--- src/rtl/ram64x8_arb_pkg.sv ---
// Shared constants and types for the two-port ram64x8 arbiter.
package ram64x8_arb_pkg;

    localparam int AW    = 6;
    localparam int DW    = 8;
    localparam int DEPTH = 64;

    localparam logic [AW-1:0] LAST_ADDR = AW'(DEPTH - 1);

    typedef enum logic [1:0] {
        ST_INIT   = 2'd0,
        ST_IDLE   = 2'd1,
        ST_ACCESS = 2'd2
    } state_e;

    // Which requester a grant or pointer refers to.
    typedef enum logic {
        PORT_A = 1'b0,
        PORT_B = 1'b1
    } port_e;

endpackage

--- src/rtl/ram64x8_arb_rr_arb2.sv ---
// Combinational two-way round-robin pick. The "last granted" pointer is
// held by the parent; on a tie the port that did not win last time wins.
module rr_arb2
    import ram64x8_arb_pkg::*;
(
    input  logic  req_a,
    input  logic  req_b,
    input  port_e last,
    output port_e sel,
    output logic  valid
);

    // Single requester wins outright; a tie goes to the port not granted last.
    always_comb begin
        valid = req_a | req_b;
        if (req_a && req_b) begin
            sel = (last == PORT_A) ? PORT_B : PORT_A;
        end else if (req_b) begin
            sel = PORT_B;
        end else begin
            sel = PORT_A;
        end
    end

endmodule

--- src/rtl/ram64x8_arb.sv ---
// Owner of a single ram64x8 array shared by two requesters. After reset it
// optionally fills every word with INIT_VAL, then serves one single-word
// access at a time (grant cycle, then an idle/return cycle) with
// round-robin fairness between ports A and B.
module ram64x8_arb
    import ram64x8_arb_pkg::*;
#(
    parameter bit          INIT_EN  = 1'b1,
    parameter logic [DW-1:0] INIT_VAL = 8'h00
) (
    input  logic          ck,
    input  logic          rst,
    input  logic          req_a,
    input  logic          we_a,
    input  logic [AW-1:0] addr_a,
    input  logic [DW-1:0] wdata_a,
    output logic          gnt_a,
    output logic          rvalid_a,
    output logic [DW-1:0] rdata_a,
    input  logic          req_b,
    input  logic          we_b,
    input  logic [AW-1:0] addr_b,
    input  logic [DW-1:0] wdata_b,
    output logic          gnt_b,
    output logic          rvalid_b,
    output logic [DW-1:0] rdata_b,
    output logic          ram_wen,
    output logic [AW-1:0] ram_addr,
    output logic [DW-1:0] ram_din,
    input  logic [DW-1:0] ram_dout,
    output logic          init_done
);

    state_e        state_q, state_d;
    logic [AW-1:0] fill_cnt_q, fill_cnt_d;
    port_e         last_q, last_d;
    port_e         op_port_q, op_port_d;
    logic          op_read_q, op_read_d;

    logic          gnt_a_q, gnt_a_d;
    logic          gnt_b_q, gnt_b_d;
    logic          rvalid_a_q, rvalid_a_d;
    logic          rvalid_b_q, rvalid_b_d;
    logic [DW-1:0] rdata_a_q, rdata_a_d;
    logic [DW-1:0] rdata_b_q, rdata_b_d;
    logic          ram_wen_q, ram_wen_d;
    logic [AW-1:0] ram_addr_q, ram_addr_d;
    logic [DW-1:0] ram_din_q, ram_din_d;
    logic          init_done_q, init_done_d;

    port_e         arb_sel;
    logic          arb_valid;

    rr_arb2 u_rr_arb2 (
        .req_a (req_a),
        .req_b (req_b),
        .last  (last_q),
        .sel   (arb_sel),
        .valid (arb_valid)
    );

    // Next-state and next-output decode; outputs are registered, so the
    // values chosen here appear on the pins in the following cycle.
    always_comb begin
        state_d     = state_q;
        fill_cnt_d  = fill_cnt_q;
        last_d      = last_q;
        op_port_d   = op_port_q;
        op_read_d   = op_read_q;
        gnt_a_d     = 1'b0;
        gnt_b_d     = 1'b0;
        rvalid_a_d  = 1'b0;
        rvalid_b_d  = 1'b0;
        rdata_a_d   = rdata_a_q;
        rdata_b_d   = rdata_b_q;
        ram_wen_d   = 1'b0;
        ram_addr_d  = ram_addr_q;
        ram_din_d   = ram_din_q;

        case (state_q)
            ST_INIT: begin
                // Leave once the write of the top word is on the RAM pins.
                if (ram_wen_q && ram_addr_q == LAST_ADDR) begin
                    state_d = ST_IDLE;
                end else begin
                    ram_wen_d  = 1'b1;
                    ram_addr_d = fill_cnt_q;
                    ram_din_d  = INIT_VAL;
                    // Saturate at the top address instead of wrapping.
                    if (fill_cnt_q != LAST_ADDR) begin
                        fill_cnt_d = fill_cnt_q + 1'b1;
                    end
                end
            end
            ST_IDLE: begin
                if (arb_valid) begin
                    state_d   = ST_ACCESS;
                    last_d    = arb_sel;
                    op_port_d = arb_sel;
                    if (arb_sel == PORT_A) begin
                        gnt_a_d    = 1'b1;
                        ram_wen_d  = we_a;
                        ram_addr_d = addr_a;
                        ram_din_d  = wdata_a;
                        op_read_d  = ~we_a;
                    end else begin
                        gnt_b_d    = 1'b1;
                        ram_wen_d  = we_b;
                        ram_addr_d = addr_b;
                        ram_din_d  = wdata_b;
                        op_read_d  = ~we_b;
                    end
                end
            end
            ST_ACCESS: begin
                // Requests are ignored here so a requester that has not yet
                // dropped req after its grant cannot be served twice.
                state_d = ST_IDLE;
                if (op_read_q) begin
                    if (op_port_q == PORT_A) begin
                        rvalid_a_d = 1'b1;
                        rdata_a_d  = ram_dout;
                    end else begin
                        rvalid_b_d = 1'b1;
                        rdata_b_d  = ram_dout;
                    end
                end
            end
            default: begin
                state_d = ST_IDLE;
            end
        endcase

        init_done_d = (state_d != ST_INIT);
    end

    // State and output registers with synchronous reset.
    always_ff @(posedge ck) begin
        if (rst) begin
            state_q     <= INIT_EN ? ST_INIT : ST_IDLE;
            fill_cnt_q  <= '0;
            last_q      <= PORT_B;
            op_port_q   <= PORT_A;
            op_read_q   <= 1'b0;
            gnt_a_q     <= 1'b0;
            gnt_b_q     <= 1'b0;
            rvalid_a_q  <= 1'b0;
            rvalid_b_q  <= 1'b0;
            rdata_a_q   <= '0;
            rdata_b_q   <= '0;
            ram_wen_q   <= 1'b0;
            ram_addr_q  <= '0;
            ram_din_q   <= '0;
            init_done_q <= 1'b0;
        end else begin
            state_q     <= state_d;
            fill_cnt_q  <= fill_cnt_d;
            last_q      <= last_d;
            op_port_q   <= op_port_d;
            op_read_q   <= op_read_d;
            gnt_a_q     <= gnt_a_d;
            gnt_b_q     <= gnt_b_d;
            rvalid_a_q  <= rvalid_a_d;
            rvalid_b_q  <= rvalid_b_d;
            rdata_a_q   <= rdata_a_d;
            rdata_b_q   <= rdata_b_d;
            ram_wen_q   <= ram_wen_d;
            ram_addr_q  <= ram_addr_d;
            ram_din_q   <= ram_din_d;
            init_done_q <= init_done_d;
        end
    end

    assign gnt_a     = gnt_a_q;
    assign gnt_b     = gnt_b_q;
    assign rvalid_a  = rvalid_a_q;
    assign rvalid_b  = rvalid_b_q;
    assign rdata_a   = rdata_a_q;
    assign rdata_b   = rdata_b_q;
    assign ram_addr  = ram_addr_q;
    assign ram_din   = ram_din_q;
    assign init_done = init_done_q;
    // A reset arriving during a write's grant cycle must keep that write
    // out of the array, so the enable is masked by rst directly.
    assign ram_wen   = ram_wen_q & ~rst;

endmodule

--- config.mk ---
export PLATFORM = sky130hd
export DESIGN_NAME = ram64x8_arb
export DESIGN_NICKNAME = d
export VERILOG_FILES = /design/src/rtl/ram64x8_arb_pkg.sv /design/src/rtl/ram64x8_arb_rr_arb2.sv /design/src/rtl/ram64x8_arb.sv
export SDC_FILE = /design/constraint.sdc
export NUM_CORES = 1
export LEC_CHECK = 0
export BUFFER_PORTS_ARGS = -buffer_cell sky130_fd_sc_hd__buf_2
export CAP_MARGIN = 15
export CORE_MARGIN = 4
export CORE_UTILIZATION = 45
export CTS_BUF_LIST = sky130_fd_sc_hd__clkbuf_2
export DETAILED_ROUTE_END_ITERATION = 10
export PLACE_DENSITY = 0.85
export SYNTH_ARGS = -nofsm -noshare
export SYNTH_HDL_FRONTEND = slang
export SYNTH_SLANG_ARGS = --single-unit
--- constraint.sdc ---
create_clock -name ck -period 1.9 [get_ports ck]
set_clock_uncertainty 0.2 [all_clocks]
set_input_delay 0.095 -clock ck [delete_from_list [all_inputs] [get_ports ck]]
set_output_delay 0.095 -clock ck [all_outputs]
set_load 0.05 [all_outputs]
After elaboration in Yosys (flattened, before gate mapping)
Index checks and enable logic that the tools add are counted.
Word-level totals
  register bits: 47
  input bits: 42
  logic and storage cells: 68
Cells by class
  $add $sub $neg: 1
  eq/ne operators: 6
  multiplexer cells: 23
  bitwise operators: 11
  reduce and logical (&&, ||, !) cells: 12
Operators by type and width (count)
  $mux W8: 3
  $mux W6: 3
  $pmux W8 S2: 1
  $pmux W6 S2: 1
  $reduce_and A3 Y1: 4
  $mux W1: 11
  $not A1 Y1: 9
  $add A6 B1 Y6 const B: 1
  $eq A6 B6 Y1 const B: 1
  $ne A6 B6 Y1 const B: 1
  $reduce_or A3 Y1: 2
  $mux W2: 2
  $ne A2 B2 Y1 const B: 2
  $pmux W2 S2: 1
  $reduce_bool A2 Y1: 2
  $eq A2 B1 Y1 const B: 1
  $eq A2 B2 Y1 const B: 1
  $logic_and A1 B1 Y1: 2
  $logic_not A2 Y1: 1
  $pmux W1 S2: 1
  $reduce_and A2 Y1: 1
  $and A1 B1 Y1: 1
  $or A1 B1 Y1: 1

Longest topological paths before layout
Gate-level depths: netlist (run 1).
  word-level depth: 5
  depth in mapped cells: 6
  depth with buffers taken out: 5

Hierarchy
Synthesis (run 1) repeated with hierarchy kept, for this count alone.
Second synthesis, totals
  cell total of the unflattened synthesis: 235
  area, all modules: 2011.9 um^2
Modules (own cells, without submodules)
  ram64x8_arb: instances 1, cells each 233, area each 1998.2 um^2
  rr_arb2: instances 1, cells each 2, area each 13.8 um^2

Worst setup path after synthesis (run 1)
OpenSTA, ideal clock, no wires.
  path type: register -> register
  start point: register ram_addr_q[4] (netlist: ram_addr[4])
  end point: register ram_addr_q[5] (netlist: ram_addr[5])
  arrival: 1755 ps
  data required time: 1583 ps
  slack: -172 ps
  cell stages (with the launch flop): 6
  clock period less this slack: 2072 ps
  cell sequence: dfxtp_1 > nand4_1 > or3_4 > and3_1 > buf_2 > a22o_1
On the way
  cells in the longest elaborated chain, start to end: 4
RTL lines
  from (decl): RTL line ram64x8_arb.sv:47  | logic [AW-1:0] ram_addr_q, ram_addr_d;
  from (signal assigned): RTL line ram64x8_arb.sv:168  | ram_addr_q <= ram_addr_d;
  $eq A6 B6 Y1: RTL line ram64x8_arb.sv:83  | if (ram_wen_q && ram_addr_q == LAST_ADDR) begin
  $logic_and A1 B1 Y1: RTL line ram64x8_arb.sv:83
  $ne A2 B2 Y1 (no line)
  $reduce_and A3 Y1 (no line)
No other way between the ends.
A chain may end at the register's enable or synchronous reset.

Worst setup path after layout (run 1)
  start point: register last_q
  end point: register ram_din_q[4] (netlist: ram_din[4])
On the way
  cells in the longest elaborated chain, start to end: 5
RTL lines
  from (decl): RTL line ram64x8_arb.sv:36  | port_e last_q, last_d;
  from (signal assigned): RTL line ram64x8_arb.sv:158  | last_q <= last_d;
  $mux W1: RTL line ram64x8_arb_rr_arb2.sv:17  | sel = (last == PORT_A) ? PORT_B : PORT_A;
  $mux W1: RTL line ram64x8_arb_rr_arb2.sv:16  | if (req_a && req_b) begin
  $mux W8: RTL line ram64x8_arb.sv:100  | if (arb_sel == PORT_A) begin
  $mux W8: RTL line ram64x8_arb.sv:96  | if (arb_valid) begin
  $pmux W8 S2: RTL line ram64x8_arb.sv:80  | case (state_q)
  to (signal assigned): RTL line ram64x8_arb.sv:169  | ram_din_q <= ram_din_d;
  to (decl): RTL line ram64x8_arb.sv:48  | logic [DW-1:0] ram_din_q, ram_din_d;
No other way between the ends. The select of a mux whose other input is x is not followed.

==> impl_metrics.env, run 1 <==
export IMPL_status="completed"
export IMPL_tightest_slew_ns=0.508
export IMPL_total_leakage_power_nw=1.28
export IMPL_critPathCaptureType="flip-flop"
export IMPL_finish_utilization_pct=70.6
export IMPL_dieHeight_um=73.5
export IMPL_worstHoldStart="ram_dout[2]"
export IMPL_finalMaxSlewViolations=0
export IMPL_critPathMaxFanout=9
export IMPL_path_clk_slew_ns=0.24
export IMPL_dp_cells=330
export IMPL_ys_ff_latch=47
export IMPL_fp_dieArea_sq_um=5400
export IMPL_crit_required_ns=2.04
export IMPL_dp_hpwl_um=3420
export IMPL_r2r_end="ram_din[4]"
export IMPL_grtUsageTotal_pct=21.5
export IMPL_cts_tree="yes"
export IMPL_worst_setup_path_start_kind="flip-flop"
export IMPL_dr_total_vias=1951
export IMPL_cts_htree_levels=2
export IMPL_grt_max_degree=22
export IMPL_cellPowerDensity_nw_per_um2=613
export IMPL_initial_core_util_pct=47.2
export IMPL_whs_endpoint="rdata_a[2]"
export IMPL_fin_crit_ns=1.84
export IMPL_grt_pass1_vias=1959
export IMPL_synth_seq_area_share_pct=48.7
export IMPL_drt_pass1_iterations=4
export IMPL_totalPowerFinal_w=0.00177
export IMPL_wirelength_um=5330
export IMPL_hold_class="in2reg"
export IMPL_rsz0062_at_grt="true"
export IMPL_drtAntennaViolNets=0
export IMPL_wl_met3_um=410
export IMPL_async_flop_share_pct=0
export IMPL_fin_cells=380
export IMPL_synth_edf_count=0
export IMPL_crit_type="reg2reg"
export IMPL_whs_path_depth=4
export IMPL_syn_inst=207
export IMPL_cts_root_buf="clkbuf_2"
export IMPL_io_buffers=77
export IMPL_antenna_found_initial=0
export IMPL_critical_path_arrival_ns=1.98
export IMPL_wl_met2_um=2550
export IMPL_drt_iter0_drc=140
export IMPL_maxCapViolCount=0
export IMPL_synth_area_sq_um=1930
export IMPL_ioPinCount=78
export IMPL_clock_sinks=47
export IMPL_drc_errors=0
export IMPL_wl_per_cell_um=14.0
export IMPL_core_rowCount=23
export IMPL_reg2reg_from="last_q"
export IMPL_routabilityCongestion=0.816
export IMPL_yosys_warnings=0
export IMPL_final_layout_size_suffix_gt1_share_pct=33.3
export IMPL_yosys_cell_types_count=41
export IMPL_clockBufferDepth=2
export IMPL_max_vdd_ir_drop_v=0.000377
export IMPL_grt_pass1_wl_um=8900
export IMPL_met1Wirelength_um=2190
export IMPL_final_period_utilization_pct=96.7
export IMPL_hold_viol=0
export IMPL_max_freq_mhz=544
export IMPL_syn_area_per_cell_sq_um=9.33
export IMPL_cts_buffers=5
export IMPL_core_area_sq_um=4090
export IMPL_overflow=0
export IMPL_slew_limit_headroom_pct=66.0
export IMPL_rrSetupSlack_ns=0.06
export IMPL_area_delta_synth_final_pct=49.4
export IMPL_worstRegToRegCells=5
export IMPL_synth_main_ff_cell="dfxtp_1"
export IMPL_clk_latency_ns=0.43
export IMPL_top_layer="met4"
export IMPL_finalSetupViolCount=0
export IMPL_vias_per_cell=5.13
export IMPL_nNetsFinal=372
export IMPL_fp_dieW_um=73.5
export IMPL_diodes=0
export IMPL_synth_fp_nets=250
==> worst max-delay path, stage by stage, from the launching register on <==
cell,delay [ns]
dfxtp_1,0.38
a21boi_2,0.18
buf_6,0.17
mux2i_1,0.19
dlygate4sd3_1,0.57
o2bb2ai_1,0.06
==> kinds of logic after synthesis <==
kind of cell             Yosys count  synth area share [%]
adder cells (fa/ha/maj)            1                 0.648
buffers and inverters             14                  3.69
flip-flops                        47                  48.7
AND/OR/NAND/NOR                   72                  16.8
multiplexers                      18                  9.40
AO/OA/AOI/OAI                     55                  20.7
==> Yosys cell counts (2+ instances only) <==
| cell | n | area share (%) |
|---|---|---|
| and3_1 | 3 | 0.97 |
| clkbuf_1 | 3 | 0.58 |
| buf_1 | 2 | 0.39 |
| a22o_1 | 6 | 2.7 |
| nand3_1 | 2 | 0.52 |
| a31oi_1 | 2 | 0.65 |
| nor2_1 | 17 | 3.3 |
| nor3_1 | 4 | 1.0 |
| mux2i_1 | 17 | 8.8 |
| a311oi_1 | 2 | 0.91 |
| buf_4 | 2 | 0.78 |
| a21oi_1 | 26 | 6.7 |
| dfxtp_1 | 47 | 49 |
| inv_1 | 2 | 0.39 |
| buf_2 | 3 | 0.78 |
| nor2b_1 | 2 | 0.65 |
| o2bb2ai_2 | 4 | 3.1 |
| nand2b_1 | 3 | 0.97 |
| o21ai_0 | 2 | 0.52 |
| o2bb2ai_1 | 4 | 1.8 |
| nand2_1 | 34 | 6.6 |
==> worst max path at each step <==
| stage | from | endpoint | slack (ns) | depth (start not counted) |
|---|---|---|---|---|
| after floorplan | ram_addr[4] | ram_addr[5] | 0.03 | 5 |
| after global placement | ram_addr[5] | ram_din[1] | 0.20 | 5 |
| after detailed placement | ram_addr[5] | ram_din[4] | 0.17 | 5 |
| after CTS | last_q | ram_din[2] | 0.06 | 5 |
| after global routing | last_q | ram_din[2] | -0.02 | 5 |
| final | last_q | ram_din[4] | 0.06 | 5 |
==> layout make-up <==
type	instances	area (sq um)
Tap cell	50	62.6
Fill cell	301	1200
Sequential cell	47	948
Clock inverter	3	38.8
Timing Repair Buffer	126	876
Clock buffer	5	25.0
Inverter	3	11.3
Multi-Input combinational cell	146	922
==> sequential cells by signal (all words and copies together), names as in the netlist, 2 cells and up <==
signal      count
fill_cnt_q      6
ram_addr        6
ram_din         8
rdata_a         8
rdata_b         8
state_q         2
==> layout by cell type, fill, tap and decap left out, types with 2 or more instances in the layout <==
cell | synthesis | final
buf_2 | 3 | 77
dfxtp_1 | 47 | 41
dlygate4sd3_1 | 0 | 41
nand2_1 | 34 | 34
a21oi_1 | 26 | 26
nor2_1 | 17 | 17
mux2i_1 | 17 | 17
a22o_1 | 6 | 6
dfxtp_2 | 0 | 6
clkbuf_2 | 0 | 5
buf_4 | 2 | 5
o2bb2ai_2 | 4 | 4
nor3_1 | 4 | 4
o2bb2ai_1 | 4 | 4
and3_1 | 3 | 3
nand2b_1 | 3 | 3
nor2b_1 | 2 | 2
nand3_1 | 2 | 2
a31oi_1 | 2 | 2
o21ai_0 | 2 | 2
a311oi_1 | 2 | 2
inv_1 | 2 | 2
buf_6 | 1 | 2
==> metrics by stage <==
stage / worst slack, ns / instance area (sq um) / hold WS (ns) / setup TNS, ns
CTS: 0.0603 / 2870 / 0.216 / 0
detailed placement: 0.167 / 2390 / 0.156 / 0
finish: 0.0625 / 2880 / 0.240 / 0
global route: -0.0181 / 2880 / 0.202 / -0.0256
floorplan: 0.0279 / 1940 / 0.0310 / 0
global placement: 0.202 / 2390 / 0.148 / 0
==> routing by layer <==
layer / vias up / global-route usage (%)
met5: - / 0
met4: 0 / 10.5
met3: 17 / 7.52
met2: 80 / 34.0
met1: 886 / 25.8
li1: 968 / -
==> timing repair <==
action	4_1_cts	5_1_grt
buffers inserted	0	1
hold buffers	41	0
gates resized for setup	0	2
endpoints found under the setup margin	0	5
hold endpoints to repair	44	0
==> where the power goes <==
| part | internal (W) | switching (W) | leakage (nW) |
|---|---|---|---|
| Combinational | 0.000129 | 0.0000938 | 0.860 |
| Sequential | 0.000999 | 0.00000919 | 0.383 |
| Clock | 0.000216 | 0.000320 | 0.0404 |
| Total | 0.00134 | 0.000423 | 1.28 |
No activity file was read; power rests on OpenSTA's default activity.
==> run 2, diff against run 1 <==
--- a/config.mk
+++ b/config.mk
@@ -5,13 +5,14 @@
 export SDC_FILE = /design/constraint.sdc
 export NUM_CORES = 1
 export LEC_CHECK = 0
+export ABC_CLOCK_PERIOD_IN_PS = 1900
 export BUFFER_PORTS_ARGS = -buffer_cell sky130_fd_sc_hd__buf_2
 export CAP_MARGIN = 15
 export CORE_MARGIN = 4
-export CORE_UTILIZATION = 45
+export CORE_UTILIZATION = 46
 export CTS_BUF_LIST = sky130_fd_sc_hd__clkbuf_2
 export DETAILED_ROUTE_END_ITERATION = 10
-export PLACE_DENSITY = 0.85
+export PLACE_DENSITY = 0.87
 export SYNTH_ARGS = -nofsm -noshare
 export SYNTH_HDL_FRONTEND = slang
 export SYNTH_SLANG_ARGS = --single-unit
==> impl_metrics.env, run 2 (same netlist as run 1, synthesis figures left out) <==
export IMPL_crit_type="reg2reg"
export IMPL_path_clk_slew_ns=0.23
export IMPL_final_layout_size_suffix_gt1_share_pct=33.7
export IMPL_placed_area_sq_um=2370
export IMPL_status="completed"
export IMPL_finish_utilization_pct=70.9
export IMPL_total_leakage_power_nw=1.27
export IMPL_io_buffers=77
export IMPL_critPathMaxFanout=4
export IMPL_grt_max_degree=22
export IMPL_totalPowerFinal_w=0.00163
export IMPL_clock_sinks=47
export IMPL_fp_dieArea_sq_um=5300
export IMPL_comb_power_share_pct=13.7
export IMPL_finalSetupViolCount=0
export IMPL_drtAntennaViolNets=0
export IMPL_drt_pass1_iterations=4
export IMPL_cts_htree_levels=2
export IMPL_dp_cells=329
export IMPL_slowest_stage="o21ai_0"
export IMPL_finalMaxSlewViolations=0
export IMPL_switchingPower_w=0.000423
export IMPL_p_int_w=0.00121
export IMPL_maxCapViolCount=0
export IMPL_critical_path_max_stage_delay_ns=0.46
export IMPL_vias_per_cell=5.40
export IMPL_grt_pass1_vias=2118
export IMPL_finalSetupTns_ns=0
export IMPL_cpLargestDelayFamily="compound AO/OA/AOI/OAI gates"
export IMPL_initial_core_util_pct=47.9
export IMPL_mostFrequentLayoutCell="buf_2"
export IMPL_overflow=0
export IMPL_core_rowCount=23
export IMPL_cts_root_buf="clkbuf_2"
export IMPL_clk_latency_ns=0.43
export IMPL_fin_cells=380
export IMPL_worst_setup_path_start_kind="flip-flop"
export IMPL_p_seq_share_pct=61.9
export IMPL_critical_path_arrival_ns=1.98
export IMPL_fp_dieW_um=72.8
export IMPL_wirelength_um=6120
export IMPL_core_area_sq_um=4030
export IMPL_dr_total_vias=2053
export IMPL_crit_required_ns=2.04
export IMPL_nNetsFinal=371
export IMPL_antenna_found_initial=0
export IMPL_slew_limit_headroom_pct=63.4
export IMPL_critPathCaptureType="flip-flop"
export IMPL_dieHeight_um=72.8
export IMPL_ioPinCount=78
export IMPL_final_area_sq_um=2860
export IMPL_switching_share_pct=26.0
export IMPL_max_vdd_ir_drop_v=0.000411
export IMPL_routabilityCongestion=0.866
export IMPL_drt_iter0_drc=238
export IMPL_tightest_slew_ns=0.547
export IMPL_layout_common_cells="77 x buf_2, 41 x dfxtp_1, 41 x dlygate4sd3_1, 34 x nand2_1, 26 x a21oi_1"
export IMPL_critPathBufInv=1
export IMPL_area_delta_synth_final_pct=48.0
export IMPL_clkPwrFrac_pct=24.4
export IMPL_wl_per_cell_um=16.1
export IMPL_clockBufferDepth=2
export IMPL_max_freq_mhz=541
export IMPL_cts_tree="yes"
export IMPL_worstPathCellList="nand4_1 > o21ai_0 > a31oi_2 > buf_4 > a311oi_1"
export IMPL_hold_class="in2reg"
export IMPL_cts_buffers=5
export IMPL_hold_viol=0
export IMPL_drc_errors=0
export IMPL_fin_crit_ns=1.85
export IMPL_final_period_utilization_pct=97.2
export IMPL_dp_hpwl_um=3620
export IMPL_cellPowerDensity_nw_per_um2=571
export IMPL_grt_pass1_wl_um=9650
export IMPL_grtUsageTotal_pct=23.3
-- run 2: routing by layer --
layer / vias to the layer above / share of wire, % / global-route usage [%]
li1: 970 / - / -
met2: 121 / 53 / 41.6
met4: 0 / 2.7 / 10.0
met3: 16 / 7.2 / 4.96
met5: - / 0 / 0
met1: 946 / 37 / 26.7
-- run 2: area by class of cell --
cell class	count	area, sq um
fillers	285	1170
well taps	50	62.6
inverters	3	11.3
diodes	1	2.50
clock inverters	3	15.0
clock buffers	5	25.0
multi-input cells	146	928
repair buffers	125	865
flip-flops and latches	47	948
-- run 2: per-stage QoR --
stage | hold slack, ns | setup slack (ns)
finish | 0.249 | 0.0526
floorplan | 0.0310 | 0.0279
global placement | 0.149 | 0.135
detailed placement | 0.156 | 0.0656
CTS | 0.226 | 0.00975
global route | 0.239 | -0.00266
-- run 2: worst reg2reg max path, stage by stage, from the launching register on --
cell      delay [ns]
dfxtp_2         0.40
nand4_1         0.16
o21ai_0         0.46
a31oi_2         0.10
buf_4           0.18
a311oi_1        0.26
-- run 2: path summary, 6_finish.rpt --
kind	start	to	slack [ns]	depth (start not counted)
worst max-delay path	ram_addr[4]	fill_cnt_q[2]	0.05	5
worst min register to register	rdata_b[2]	rdata_b[2]	0.27	2
worst min-delay path	ram_dout[0]	rdata_b[0]	0.25	4
worst max register to register	ram_addr[4]	fill_cnt_q[2]	0.05	5
-- run 2: repair_timing --
item,4_1_cts,5_1_grt
hold buffers,41,0
setup endpoints to repair,0,14
gates resized for setup,0,2
endpoints found under the hold margin,40,0
buffers inserted,0,1
-- run 2: power by group through the flow --
stage	clock [W]	combinational (W)	sequential (W)
finish	0.000399	0.000224	0.00101
global route	0.000437	0.000241	0.00101
CTS	0.000412	0.000212	0.00101
detailed placement	0	0.000145	0.00103
global placement	0	0.000142	0.00103
floorplan	0	0.0000677	0.00104
==> run 3, diff against run 2 <==
==> constraint.sdc (replaced) <==
create_clock -name ck -period 1.9 [get_ports ck]
set_clock_uncertainty 0.2 [all_clocks]
set_input_delay 0.19 -clock ck [delete_from_list [all_inputs] [get_ports ck]]
set_output_delay 0.19 -clock ck [all_outputs]
set_load 0.05 [all_outputs]
==> impl_metrics.env, run 3 (same netlist as run 1, synthesis figures left out) <==
export IMPL_status="completed"
export IMPL_fillers=272
export IMPL_whs_endpoint="ram_addr[1]"
export IMPL_comb_power_share_pct=12.4
export IMPL_io_buffers=77
export IMPL_critPathCaptureType="flip-flop"
export IMPL_crit_type="reg2reg"
export IMPL_grt_pass1_wl_um=8890
export IMPL_core_area_sq_um=4030
export IMPL_switching_share_pct=23.9
export IMPL_whs_path_depth=4
export IMPL_crit_required_ns=2.02
export IMPL_cellPowerDensity_nw_per_um2=616
export IMPL_grt_max_degree=20
export IMPL_drt_pass1_iterations=5
export IMPL_clock_sinks=47
export IMPL_wl_per_cell_um=14.7
export IMPL_finalMaxSlewViolations=0
export IMPL_rrSetupSlack_ns=0.10
export IMPL_cts_buffers=5
export IMPL_diodes=0
export IMPL_p_int_w=0.00134
export IMPL_reg2reg_from="last_q"
export IMPL_slew_limit_headroom_pct=66.8
export IMPL_clk_latency_ns=0.42
export IMPL_dr_total_vias=1997
export IMPL_path_clk_slew_ns=0.24
export IMPL_cts_root_buf="clkbuf_2"
export IMPL_layout_common_cells="77 x buf_2, 40 x dfxtp_1, 34 x nand2_1, 34 x dlygate4sd3_1, 26 x a21oi_1"
export IMPL_maxCapViolCount=0
export IMPL_final_period_utilization_pct=94.6
export IMPL_grt_pass1_vias=1918
export IMPL_drt_iter0_drc=176
export IMPL_p_seq_share_pct=57.4
export IMPL_tightest_slew_ns=0.496
export IMPL_switchingPower_w=0.000420
export IMPL_clkPwrFrac_pct=30.1
export IMPL_critical_path_arrival_ns=1.92
export IMPL_area_delta_synth_final_pct=47.6
export IMPL_finalSetupTns_ns=0
export IMPL_dp_cells=329
export IMPL_routabilityCongestion=0.836
export IMPL_drtAntennaViolNets=0
export IMPL_fin_cells=379
export IMPL_cts_htree_levels=2
export IMPL_multi_input_area_sq_um=922
export IMPL_dp_hpwl_um=3470
export IMPL_critPathMaxFanout=8
export IMPL_max_freq_mhz=556
export IMPL_finish_utilization_pct=70.7
export IMPL_ioPinCount=78
export IMPL_initial_core_util_pct=47.9
export IMPL_nNetsFinal=372
export IMPL_vias_per_cell=5.27
export IMPL_hold_viol=0
export IMPL_worstRegToRegCells=5
export IMPL_clockBufferDepth=2
export IMPL_r2r_end="ram_din[0]"
export IMPL_overflow=0
export IMPL_final_layout_size_suffix_gt1_share_pct=35.9
export IMPL_total_leakage_power_nw=1.28
export IMPL_hold_class="in2reg"
export IMPL_grtUsageTotal_pct=21.2
export IMPL_fp_dieW_um=72.8
export IMPL_fin_crit_ns=1.80
export IMPL_drc_errors=0
export IMPL_finalSetupViolCount=0
export IMPL_core_rowCount=23
export IMPL_antenna_found_initial=0
export IMPL_fp_dieArea_sq_um=5300
export IMPL_worst_setup_path_start_kind="flip-flop"
export IMPL_worstHoldStart="addr_b[1]"
export IMPL_dieHeight_um=72.8
export IMPL_rsz0062_at_grt="false"
export IMPL_cts_tree="yes"
export IMPL_regArea_sq_um=950
export IMPL_max_vdd_ir_drop_v=0.000420
export IMPL_mostFrequentLayoutCell="buf_2"
export IMPL_wirelength_um=5580
==> run 3: stage by stage <==
stage          worst slack, ns  hold WS [ns]  instance area, sq um  power [W]
6_report                 0.103       0.00404                  2850    0.00176
5_1_grt                 0.0181        0.0236                  2850    0.00183
3_5_place_dp            0.0631         0.245                  2370    0.00117
2_1_floorplan           0.0279         0.126                  1940    0.00110
4_1_cts                 0.0722       0.00114                  2780    0.00175
3_3_place_gp             0.137         0.239                  2370    0.00117
==> run 3: power by group through the flow <==
stage          logic [W]  registers, W  clock network, W
4_1_cts         0.000199       0.00101          0.000538
3_3_place_gp    0.000142       0.00103                 0
6_report        0.000219       0.00101          0.000530
2_1_floorplan  0.0000677       0.00104                 0
5_1_grt         0.000237       0.00101          0.000576
3_5_place_dp    0.000146       0.00103                 0
==> run 3: layout make-up <==
cell class,count,area share [%]
Clock inverter,2,1.32
Timing Repair Buffer,126,29.5
Inverter,3,0.395
Clock buffer,5,0.878
Tap cell,50,2.19
Multi-Input combinational cell,146,32.4
Sequential cell,47,33.3
==> run 3: how the worst max path moves through the flow <==
stage,start,endpoint,cells after the start
after floorplan,ram_addr[4],ram_addr[5],5
after global placement,ram_addr[5],ram_addr[4],4
after detailed placement,ram_addr[5],ram_addr[1],4
after CTS,last_q,ram_din[0],5
after global routing,last_q,ram_din[0],5
final,last_q,ram_din[0],5
==> run 3: worst max-delay path, cell delays in order (launching register included) <==
cell and delay (ns):
dfxtp_2 0.38, a21boi_2 0.12, buf_6 0.15, mux2i_1 0.20, dlygate4sd3_1 0.59, o2bb2ai_2 0.05
==> run 3: timing repair <==
action	in CTS	in global routing
gates resized for setup	0	2
hold endpoints to repair	34	1
pin swaps	1	0
endpoints found under the setup margin	1	1
buffers inserted	2	7
hold buffers	33	1
==> run 3: layer usage <==
metal	track usage (%)	vias up	wire length [um]
li1	-	974	-
met1	25.9	925	2220
met2	35.5	80	2860
met5	0	-	0
met3	4.55	18	319
met4	9.84	0	180
